`config.mk`:
```
export PLATFORM = sky130hd
export DESIGN_NAME = and_op_scheduler
export DESIGN_NICKNAME = d
export VERILOG_FILES = /design/src/rtl/and_op_sched_pkg.sv /design/src/rtl/and_op_sched_pick.sv /design/src/rtl/and_op_scheduler.sv
export SDC_FILE = /design/constraint.sdc
export NUM_CORES = 1
export LEC_CHECK = 0
export BUFFER_PORTS_ARGS = -buffer_cell sky130_fd_sc_hd__buf_2
export CORE_ASPECT_RATIO = 0.5
export CORE_MARGIN = 2
export CORE_UTILIZATION = 34
export CTS_CLUSTER_SIZE = 24
export DETAILED_ROUTE_END_ITERATION = 10
export GPL_TIMING_DRIVEN = 0
export PLACE_DENSITY = 0.76
export REMOVE_ABC_BUFFERS = 1
export SLEW_MARGIN = 10
export SYNTH_ARGS = -nofsm -noshare
export SYNTH_HDL_FRONTEND = slang
export SYNTH_HIERARCHICAL = 1
export SYNTH_SLANG_ARGS = --single-unit
```
`constraint.sdc`:
```
create_clock -name clk -period 1.3 [get_ports clk]
set_input_delay 0.065 -clock clk [delete_from_list [all_inputs] [get_ports clk]]
set_output_delay 0.065 -clock clk [all_outputs]
set_load 0.02 [all_outputs]
```
`src/rtl/and_op_sched_pkg.sv`:
```
// Shared types and reset values for the AND-operation scheduler.
package and_op_sched_pkg;

    typedef enum logic {
        IDLE = 1'b0,
        HOLD = 1'b1
    } state_t;

    localparam state_t STATE_RST      = IDLE;
    localparam logic   RESP_VALID_RST = 1'b0;
    localparam int     RESP_A_RST     = 0;
    localparam int     RESP_ID_RST    = 0;
    localparam int     PTR_RST        = 0;

    // Next index after idx in a ring of n requesters.
    function automatic int wrap_inc(input int idx, input int n);
        return (idx >= n - 1) ? 0 : idx + 1;
    endfunction

endpackage

```
`src/rtl/and_op_sched_pick.sv`:
```
// Rotating-priority picker: the first set request at or after ptr (wrapping) wins.
// A constant ptr of zero turns it into a fixed lowest-index-first picker.
module and_op_sched_pick #(
    parameter int N_REQ = 4
) (
    input  logic [N_REQ-1:0]         req,
    input  logic [$clog2(N_REQ)-1:0] ptr,
    output logic [N_REQ-1:0]         grant,
    output logic [$clog2(N_REQ)-1:0] grant_idx
);

    localparam int IDX_W = $clog2(N_REQ);

    logic found;

    // First pass covers indices ptr..N_REQ-1, second pass the wrapped part 0..ptr-1.
    always_comb begin
        grant     = '0;
        grant_idx = '0;
        found     = 1'b0;
        for (int i = 0; i < N_REQ; i++) begin
            if (!found && req[i] && (IDX_W'(i) >= ptr)) begin
                found     = 1'b1;
                grant[i]  = 1'b1;
                grant_idx = IDX_W'(i);
            end
        end
        for (int i = 0; i < N_REQ; i++) begin
            if (!found && req[i] && (IDX_W'(i) < ptr)) begin
                found     = 1'b1;
                grant[i]  = 1'b1;
                grant_idx = IDX_W'(i);
            end
        end
    end

endmodule

```
`src/rtl/and_op_scheduler.sv`:
```
// One shared AND unit arbitrated between N_REQ requesters, one operation in flight.
// Define AND_OP_SCHED_RR_EN for round-robin selection; otherwise lowest index wins.
module and_op_scheduler
    import and_op_sched_pkg::*;
#(
    parameter int WIDTH = 8,
    parameter int N_REQ = 4
) (
    input  logic                     clk,
    input  logic                     rst_n,
    input  logic [N_REQ-1:0]         req_valid,
    input  logic [N_REQ*WIDTH-1:0]   req_b,
    input  logic [N_REQ*WIDTH-1:0]   req_c,
    output logic [N_REQ-1:0]         req_ready,
    output logic                     resp_valid,
    output logic [WIDTH-1:0]         resp_a,
    output logic [$clog2(N_REQ)-1:0] resp_id,
    input  logic                     resp_ready,
    output logic                     state_dbg
);

    localparam int IDX_W = $clog2(N_REQ);

    // Handshakes: a transfer happens on a rising edge where valid & ready are both high.
    // req_ready is a one-hot grant offered only in IDLE; resp_* hold steady until resp_ready.

    state_t             state;
    state_t             state_nx;
    logic [N_REQ-1:0]   grant;
    logic [IDX_W-1:0]   grant_idx;
    logic [IDX_W-1:0]   ptr;
    logic               accept;
    logic [WIDTH-1:0]   op_b;
    logic [WIDTH-1:0]   op_c;
    logic [WIDTH-1:0]   resp_a_q;
    logic [IDX_W-1:0]   resp_id_q;

    and_op_sched_pick #(
        .N_REQ(N_REQ)
    ) u_pick (
        .req      (req_valid),
        .ptr      (ptr),
        .grant    (grant),
        .grant_idx(grant_idx)
    );

`ifdef AND_OP_SCHED_RR_EN
    // ptr holds the index where the next search starts (last granted + 1).
    always_ff @(posedge clk or negedge rst_n) begin
        if (!rst_n) begin
            ptr <= IDX_W'(PTR_RST);
        end else if (accept) begin
            ptr <= IDX_W'(wrap_inc(int'(grant_idx), N_REQ));
        end
    end
`else
    assign ptr = '0;
`endif

    always_ff @(posedge clk or negedge rst_n) begin
        if (!rst_n) begin
            state <= STATE_RST;
        end else begin
            state <= state_nx;
        end
    end

    always_comb begin
        state_nx = state;
        case (state)
            IDLE:    if (accept)     state_nx = HOLD;
            HOLD:    if (resp_ready) state_nx = IDLE;
            default: state_nx = IDLE;
        endcase
    end

    // rst_n gates the grant so nothing is offered while reset is held.
    always_comb begin
        req_ready  = '0;
        resp_valid = RESP_VALID_RST;
        if (rst_n && state == IDLE) req_ready = grant;
        if (state == HOLD) resp_valid = 1'b1;
        state_dbg  = state;
    end

    assign accept = |req_ready;

    always_comb begin
        op_b = '0;
        op_c = '0;
        for (int i = 0; i < N_REQ; i++) begin
            if (grant[i]) begin
                op_b = req_b[i*WIDTH +: WIDTH];
                op_c = req_c[i*WIDTH +: WIDTH];
            end
        end
    end

    always_ff @(posedge clk or negedge rst_n) begin
        if (!rst_n) begin
            resp_a_q  <= WIDTH'(RESP_A_RST);
            resp_id_q <= IDX_W'(RESP_ID_RST);
        end else if (accept) begin
            resp_a_q  <= op_b & op_c;
            resp_id_q <= grant_idx;
        end
    end

    assign resp_a  = resp_a_q;
    assign resp_id = resp_id_q;

endmodule

```
==> results of run 1 <==
-- cell type report --
type                            instances  area [um2]  share of cell area, %
Tap cell                               37       46.29                  2.844
Clock buffer                            4       45.04                  2.767
Sequential cell                        11       276.5                  16.99
Multi-Input combinational cell         98       730.7                  44.89
Inverter                                4       15.01                 0.9224
Timing Repair Buffer                   93       514.2                  31.59
-- layout by cell type (no fill, tap or decap), types with 3 or more instances in the layout --
cell type / instances
nand4b_1: 8
and2_1: 3
buf_4: 9
clkbuf_8: 3
o22ai_1: 7
a21oi_1: 3
buf_2: 81
nand3_1: 7
a21oi_2: 6
nand2_1: 15
dfrtp_1: 10
a211o_2: 6
conb_1: 4
inv_1: 4
-- state kept, by name (all words and copies together) (netlist names) --
name,flops
resp_id,2
state_dbg,1
resp_a,8
-- logic make-up after synthesis --
family / after synthesis / synth area share (%)
AO/OA/AOI/OAI: 41 / 30.56
buffers and inverters: 14 / 8.460
flip-flops: 11 / 27.78
multiplexers: 3 / 3.283
AND/OR/NAND/NOR: 49 / 29.55
other: 1 / 0.3784
-- power by group --
group | internal (W) | switching (W) | total (W)
clock network | 0.000216 | 0.000131 | 0.000347
logic | 0.000362 | 0.000390 | 0.000752
registers | 0.000440 | 0.0000621 | 0.000502
-- metal layers --
layer	track usage (%)	routed length [um]	vias up
li1	-	-	632
met1	18.24	1359	600
met2	35.50	1628	41
met3	3.448	204	6
met4	7.119	56	0
met5	0	0	-
-- critical path, stage by stage, from the launching register on --
cell and delay, ns:
dfrtp_2 0.45, or4b_4 0.57, a21oi_2 0.14, a211o_2 0.11
-- final timing paths --
| kind | from | endpoint | slack (ns) | cells after the start |
|---|---|---|---|---|
| max | state_dbg | resp_a[5] | -0.03 | 3 |
| min | resp_ready | state_dbg | 0.01 | 2 |
| max reg2reg | state_dbg | resp_a[5] | -0.03 | 3 |
| min reg2reg | resp_a[4] | resp_a[4] | 0.48 | 1 |
| max in group asynchronous | rst_n | state_dbg | 0.47 | 2 |
| min in group asynchronous | rst_n | resp_a[7] | 0.43 | 2 |
-- stage by stage --
| step | util [%] | total power [W] |
|---|---|---|
| final | 60.65 | 0.001601 |
| after global routing | 60.65 | 0.001690 |
| after CTS | 58.04 | 0.001542 |
| after detailed placement | 52.54 | 0.001135 |
| after global placement | 52.54 | 0.001123 |
| after floorplan | - | 0.0008599 |
-- repair_timing --
action / CTS / global route
endpoints found under the setup margin: 13 / 12
hold buffers: 1 / 0
pin swaps: 6 / 3
endpoints found under the hold margin: 11 / 0
setup buffers: 3 / 3
gates cloned: 1 / 0
gates resized for setup: 16 / 11
==> qor.txt, run 1 <==
Max-cap violations = 0
Status = finished with violations
Wirelength per Cell = 13.15 um
RSZ-0062 raised after global routing = yes
Post-layout min period = 1.331 ns
Slew headroom = 62.69%
Post-Synthesis Cells = 119
Clock Latency Late Sink = 0.24 ns
Top-Level Pins = 87
Full die area = 3389 um2
Initial antenna violation count = 0
Diodes inserted = 0
H-tree levels = 1
Primary FF master, synth = dfrtp_1
Hold_ws = 0.01053 ns
Failing checks = negative setup slack
Hold WC Path Type = in -> reg
Largest net degree at the start of global routing = 19
Placed cell areas = 1410 um2
Crit Path Class = reg -> reg
GRT overflow = 0
Nets = 282
Drt via density = 5.178
Tot GR Track Use = 17.84%
DR pass1 iterations = 4
Fin crit share = 102.4%
DRT iter0 DRCs = 55
Area grow syn2layout = 64.27%
Synth top area cells = dfrtp_1, nand4b_1, a211o_2
Area share of the largest cell type after synthesis = 27.78%
Pre-CTS WS = -0.6042 ns
Cell area after synthesis = 991.0 um2
TritonCTS clock tree = yes
Setup Skew = 0.003261 ns
Die W = 80.35 um
CP Data Required Time = 1.48 ns
Synthesized area per cell = 8.327 um2
Worst-margin pin slew = 0.5578 ns
Setup TNS = -0.1373 ns
GPL Wtd Cong = 0.7166
Hold Vio Cnt, Final = 0
Total number of vias = 1279
Core area = 2684 um2
Maximum clock path buffer count = 2
Dominant cell type by area after synthesis = dfrtp_1
Die height = 42.18 um
Num CTS Buffers = 3
Post-synthesis sequential area ratio = 27.78%
Synth warn = 6
PD cells = 983.7 nW/um2
Max VDD drop = 0.0004733 V
CTS clk-pin slew, worst paths = 0.05 ns
Async S/R FF share, synth = 100.0%
# fillers = 245
PortBufs = 86
Crit start category = register
FMAX = 751.1 MHz
Setup violators final = 6
Post-route ant nets = 0
Worst setup EP type = register
Distinct cells, synth = 41
DP Wirelength = 2377 um
Sink Count = 11
Critical Path Fanout Max = 6
CP arrival = 1.51 ns
Seq cells post-synth = 11
DRC viols = 0
Fin area = 1628 um2
Dpl cells = 235
Synth cell count leaders = nand2_1, dfrtp_1, a21oi_1
Root buffer selected by CTS = clkbuf_8
Post-route setup slack = -0.03140 ns
Layout cell share with drive strength beyond 1 = 57.62%
Num rows = 13
Initial Utilization = 36.92%
Layout Cells excl Fill = 247
Top-count cell post-synth = nand2_1
Leakage = 0.8340 nW
Max-slew violation count = 0
First-pass GRT wire length = 4781 um
Number of global-route vias before repair = 1196
Post-synth EDFFs = 0
Detailed Route WL = 3249 um
(Power assumes the default switching activity.)
==> run 2: changes to the inputs <==
Settings changed: CELL_PAD_IN_SITES_DETAIL_PLACEMENT set to 2, CELL_PAD_IN_SITES_GLOBAL_PLACEMENT set to 2, CORE_UTILIZATION 34 to 16, PLACE_DENSITY 0.76 to not set, PLACE_DENSITY_LB_ADDON set to 0.1, SKIP_CTS_REPAIR_TIMING set to 1.
==> run 2 against run 1 <==
Total power increased by 14%. Critical path type unchanged. Setup slack lost 0.0098 ns. Largest cell class unchanged. Non-clock buffer count did not move. Register-to-register slack is essentially flat. Highest routed layer unchanged. The run still ends with negative setup slack left. Critical endpoint is now resp_a[7].
==> qor.txt, run 2 (synthesis gave the netlist of run 1 again) <==
Detailed Route WL = 4340 um
CP arrival = 1.52 ns
Leakage = 0.8513 nW
Final Util = 29.13%
Max-cap violations = 0
Setup TNS = -0.2331 ns
H-tree levels = 1
Sink Count = 11
Hold WC Path Type = in -> reg
Setup violators final = 8
Die W = 115.3 um
Full die area = 6877 um2
Top-Level Pins = 87
Status = finished with violations
Commonest non-fill, non-tap cell in the layout = buf_2
TritonCTS clock tree = yes
DRT iter0 DRCs = 28
Diodes inserted = 0
Most frequent cells in the layout = buf_2, nand2_1, dfrtp_1
DR pass1 iterations = 4
First-pass GRT wire length = 6679 um
Nets = 282
Largest net degree at the start of global routing = 19
GRT overflow = 0
CTS clk-pin slew, worst paths = 0.04 ns
Initial Utilization = 16.43%
Layout cell share with drive strength beyond 1 = 59.52%
GPL Wtd Cong = 0.6528
Crit start category = register
Core area = 6031 um2
CP startpoint = state_dbg
Drt via density = 4.346
Post-route ant nets = 0
Wirelength per Cell = 14.56 um
Number of global-route vias before repair = 1363
Dpl cells = 286
PD cells = 1042 nW/um2
Fin crit share = 103.2%
Hold Vio Cnt, Final = 0
Max-slew violation count = 0
Area grow syn2layout = 77.27%
End point of the critical path = resp_a[7]
Setup Skew = 0.001569 ns
CP Data Required Time = 1.48 ns
Max VDD drop = 0.0004402 V
Worst-margin pin slew = 0.5590 ns
Crit Path Class = reg -> reg
R2r setup slk = -0.04 ns
Post-layout min period = 1.341 ns
# fillers = 693
Post-route setup slack = -0.04117 ns
Tot GR Track Use = 12.35%
Failing checks = negative setup slack
Slew headroom = 62.61%
Critical Path Fanout Max = 7
Fin area = 1757 um2
Layout Cells excl Fill = 298
Clock Latency Late Sink = 0.24 ns
RR Startpoint = state_dbg
PortBufs = 86
FMAX = 745.6 MHz
Maximum clock path buffer count = 2
Cells on worst reg2reg path = 3
Worst setup EP type = register
Num CTS Buffers = 3
Initial antenna violation count = 0
Placed cell areas = 1474 um2
Num rows = 20
DRC viols = 0
Max reg flops = 8
RR Endpoint = resp_a[7]
Root buffer selected by CTS = clkbuf_16
Die height = 59.65 um
Total number of vias = 1295
DP Wirelength = 3265 um
RSZ-0062 raised after global routing = yes
run 2: worst min path at each step:
stage | start | slack (ns) | cells past startpoint | end
floorplan | rst_n | -0.23 | 0 | resp_a[0]
global route | resp_ready | 0.008 | 2 | state_dbg
finish | resp_ready | 0.0006 | 2 | state_dbg
detailed placement | rst_n | 0.005 | 1 | resp_a[4]
CTS | rst_n | -0.26 | 1 | resp_a[2]
global placement | rst_n | -0.006 | 1 | resp_a[2]
run 2: metal layers:
layer  up-vias  GRT usage (%)  share of wire (%)
met2        38          23.28                 50
li1        632              -                  -
met1       623          15.01                 44
met5         -              0                  0
met3         2          2.840                5.1
met4         0          1.549               0.44
run 2: where the power goes:
group	switching [W]	total, W	internal, W	leakage (nW)
sequential	0.0000583	0.000499	0.000440	0.138
clock	0.000149	0.000561	0.000412	0.0382
combinational	0.000406	0.000771	0.000365	0.675
run 2: critical path, stage by stage, from the launching register on:
cell and delay [ns]:
dfrtp_2 0.45, or4b_4 0.58, a21oi_2 0.14, a211o_2 0.11
run 2: layout make-up:
type / count / area (um2) / share of cell area, %
sequential: 11 / 276.5 / 15.74
clock buffer: 4 / 78.83 / 4.487
multi-input combinational: 98 / 739.5 / 42.09
timing repair buffer: 93 / 536.8 / 30.56
tap: 88 / 110.1 / 6.268
inverter: 4 / 15.01 / 0.8547
run 2: metrics by stage:
step | worst slack, ns | hold WS, ns | power (W)
after global routing | -0.09821 | 0.008121 | 0.001954
after CTS | -0.5915 | -0.2554 | 0.001749
after detailed placement | -0.8495 | 0.004968 | 0.001172
after floorplan | -0.1967 | -0.2306 | 0.0008599
final | -0.04117 | 0.0006150 | 0.001831
after global placement | -0.8196 | -0.006028 | 0.001157
==> run 3: changes to the inputs <==
Settings changed: ABC_AREA set to 1, CORE_UTILIZATION 16 to 15, GPL_TIMING_DRIVEN 0 to not set, SETUP_SLACK_MARGIN set to 0.02.
==> run 3 against run 2 <==
The flow still finishes with violations (negative setup slack). Register-to-register slack better by 0.02 ns. Die area up 6.8%. Cell count up 20%. Fmax down 0.69%. Design area up 14%. Clock power up 1%. Global-route usage down 0.90 points. Sequential share of layout area down 2.0 points. Clock skew up 0.00063 ns. Highest routed layer unchanged.
==> qor.txt, run 3 <==
Status = finished with violations
Failing checks = negative setup slack
Post-Synthesis Cells = 146
Initial Utilization = 15.98%
DR pass1 iterations = 3
Cell area after synthesis = 996.0 um2
Maximum clock path buffer count = 2
Hold Vio Cnt, Final = 0
Hold WC Path Type = in -> reg
Max reg flops = 8
Full die area = 7347 um2
Critical Path Fanout Max = 3
Primary FF master, synth = dfrtp_1
Max-cap violations = 0
Tot GR Track Use = 11.45%
Fin crit share = 103.9%
Worst-margin pin slew = 0.5612 ns
Die W = 119.2 um
DP Wirelength = 3829 um
Setup Skew = 0.002197 ns
Post-synthesis sequential area ratio = 27.64%
Diodes inserted = 0
Num rows = 20
Nets = 341
PortBufs = 86
Area share of the largest cell type after synthesis = 27.64%
DRC viols = 0
Top-count cell post-synth = nand3_1
CP Data Required Time = 1.24 ns
Post-route setup slack = -0.05043 ns
Max-slew violation count = 0
Num CTS Buffers = 3
Seq. cell area = 275.3 um2
Synth warn = 6
Area grow syn2layout = 100.8%
Synth top area cells = dfrtp_1, nand3_1, nand3_2
Clock Latency Late Sink = 0.24 ns
Most frequent cells in the layout = buf_2, nand3_1, nand2_1, buf_4, nand3_2
Initial antenna violation count = 0
Crit Path Class = reg -> out
Die height = 61.62 um
Pre-CTS WS = -0.4308 ns
Hold_ws = 0.03521 ns
Wirelength per Cell = 12.12 um
Detailed Route WL = 4327 um
Post-layout min period = 1.350 ns
Drt via density = 4.059
Layout cell share with drive strength beyond 1 = 60.97%
Core area = 6231 um2
Largest net degree at the start of global routing = 13
Seq cells post-synth = 11
Leakage = 1.112 nW
CP arrival = 1.29 ns
Async S/R FF share, synth = 100.0%
Commonest non-fill, non-tap cell in the layout = buf_2
Max VDD drop = 0.0004470 V
Area of the multi-input gates = 723.2 um2
Root buffer selected by CTS = clkbuf_16
Setup violators final = 8
Synth cell count leaders = nand3_1, nand2_1, nand3_2
DRT iter0 DRCs = 49
Synthesized area per cell = 6.822 um2
Number of global-route vias before repair = 1481
CTS clk-pin slew, worst paths = 0.04 ns
Worst setup EP type = output pin
Crit start category = register
H-tree levels = 1
FMAX = 740.5 MHz
Post-route ant nets = 0
PD cells = 1079 nW/um2
Sink Count = 11
# fillers = 738
TritonCTS clock tree = yes
First-pass GRT wire length = 6548 um
GPL Wtd Cong = 0.7891
Total number of vias = 1449
Overall power = 0.002158 W
Slew headroom = 62.46%
Dominant cell type by area after synthesis = dfrtp_1
Distinct cells, synth = 19
Post-synth EDFFs = 0
RSZ-0062 raised after global routing = yes
GRT overflow = 0
Top-Level Pins = 87
## run 3: path summary, 6_finish.rpt
kind	startpoint	to	slack, ns	depth (start not counted)
min in group asynchronous	rst_n	resp_id[0]	0.51	3
worst max register to register	state_dbg	resp_a[1]	-0.02	8
worst min register to register	resp_id[1]	resp_id[1]	0.51	2
worst min-delay path	resp_ready	state_dbg	0.04	2
worst max-delay path	state_dbg	req_ready[3]	-0.05	6
max in group asynchronous	rst_n	resp_a[5]	0.42	3
## run 3: report_power, final
part	switching, W	internal, W
Sequential	0.0000861	0.000463
Combinational	0.000564	0.000477
Clock	0.000156	0.000412
## run 3: metrics by stage
stage	util (%)	std cells	TNS [ns]	cell area, um2
final	32.09	357	-0.1671	1999
after global routing	32.09	357	-0.9672	1999
after CTS	29.08	350	-2.060	1812
after detailed placement	27.81	346	-3.602	1733
after global placement	27.81	346	-2.271	1733
after floorplan	-	145	-3.705	964.7
## run 3: worst max-delay path: stages (launching register included)
cell and delay (ns):
dfrtp_1 0.39, inv_2 0.08, nand2_4 0.07, buf_6 0.13, nor2_4 0.14, buf_6 0.12, buf_6 0.10
## run 3: cell type report
type	instances	share of cell area (%)
multi-input combinational	120	36.17
timing repair buffer	120	37.98
clock buffer	4	3.942
tap	88	5.507
inverter	14	2.628
sequential	11	13.77
## run 3: kinds of logic after synthesis
| logic type | after synthesis | share of synthesized area (%) |
|---|---|---|
| flops | 11 | 27.64 |
| buf+inv | 19 | 9.924 |
| compound gates | 10 | 5.276 |
| simple gates | 105 | 56.78 |
| other cells | 1 | 0.3765 |
## run 3: layer usage
layer	routed length, um	global-route usage [%]	part of all wire [%]	vias to the layer above
met5	0	0	0	-
met4	12	2.041	0.28	0
met3	261	3.519	6.0	2
met2	2292	22.25	53	35
met1	1760	12.98	41	683
li1	-	-	-	729
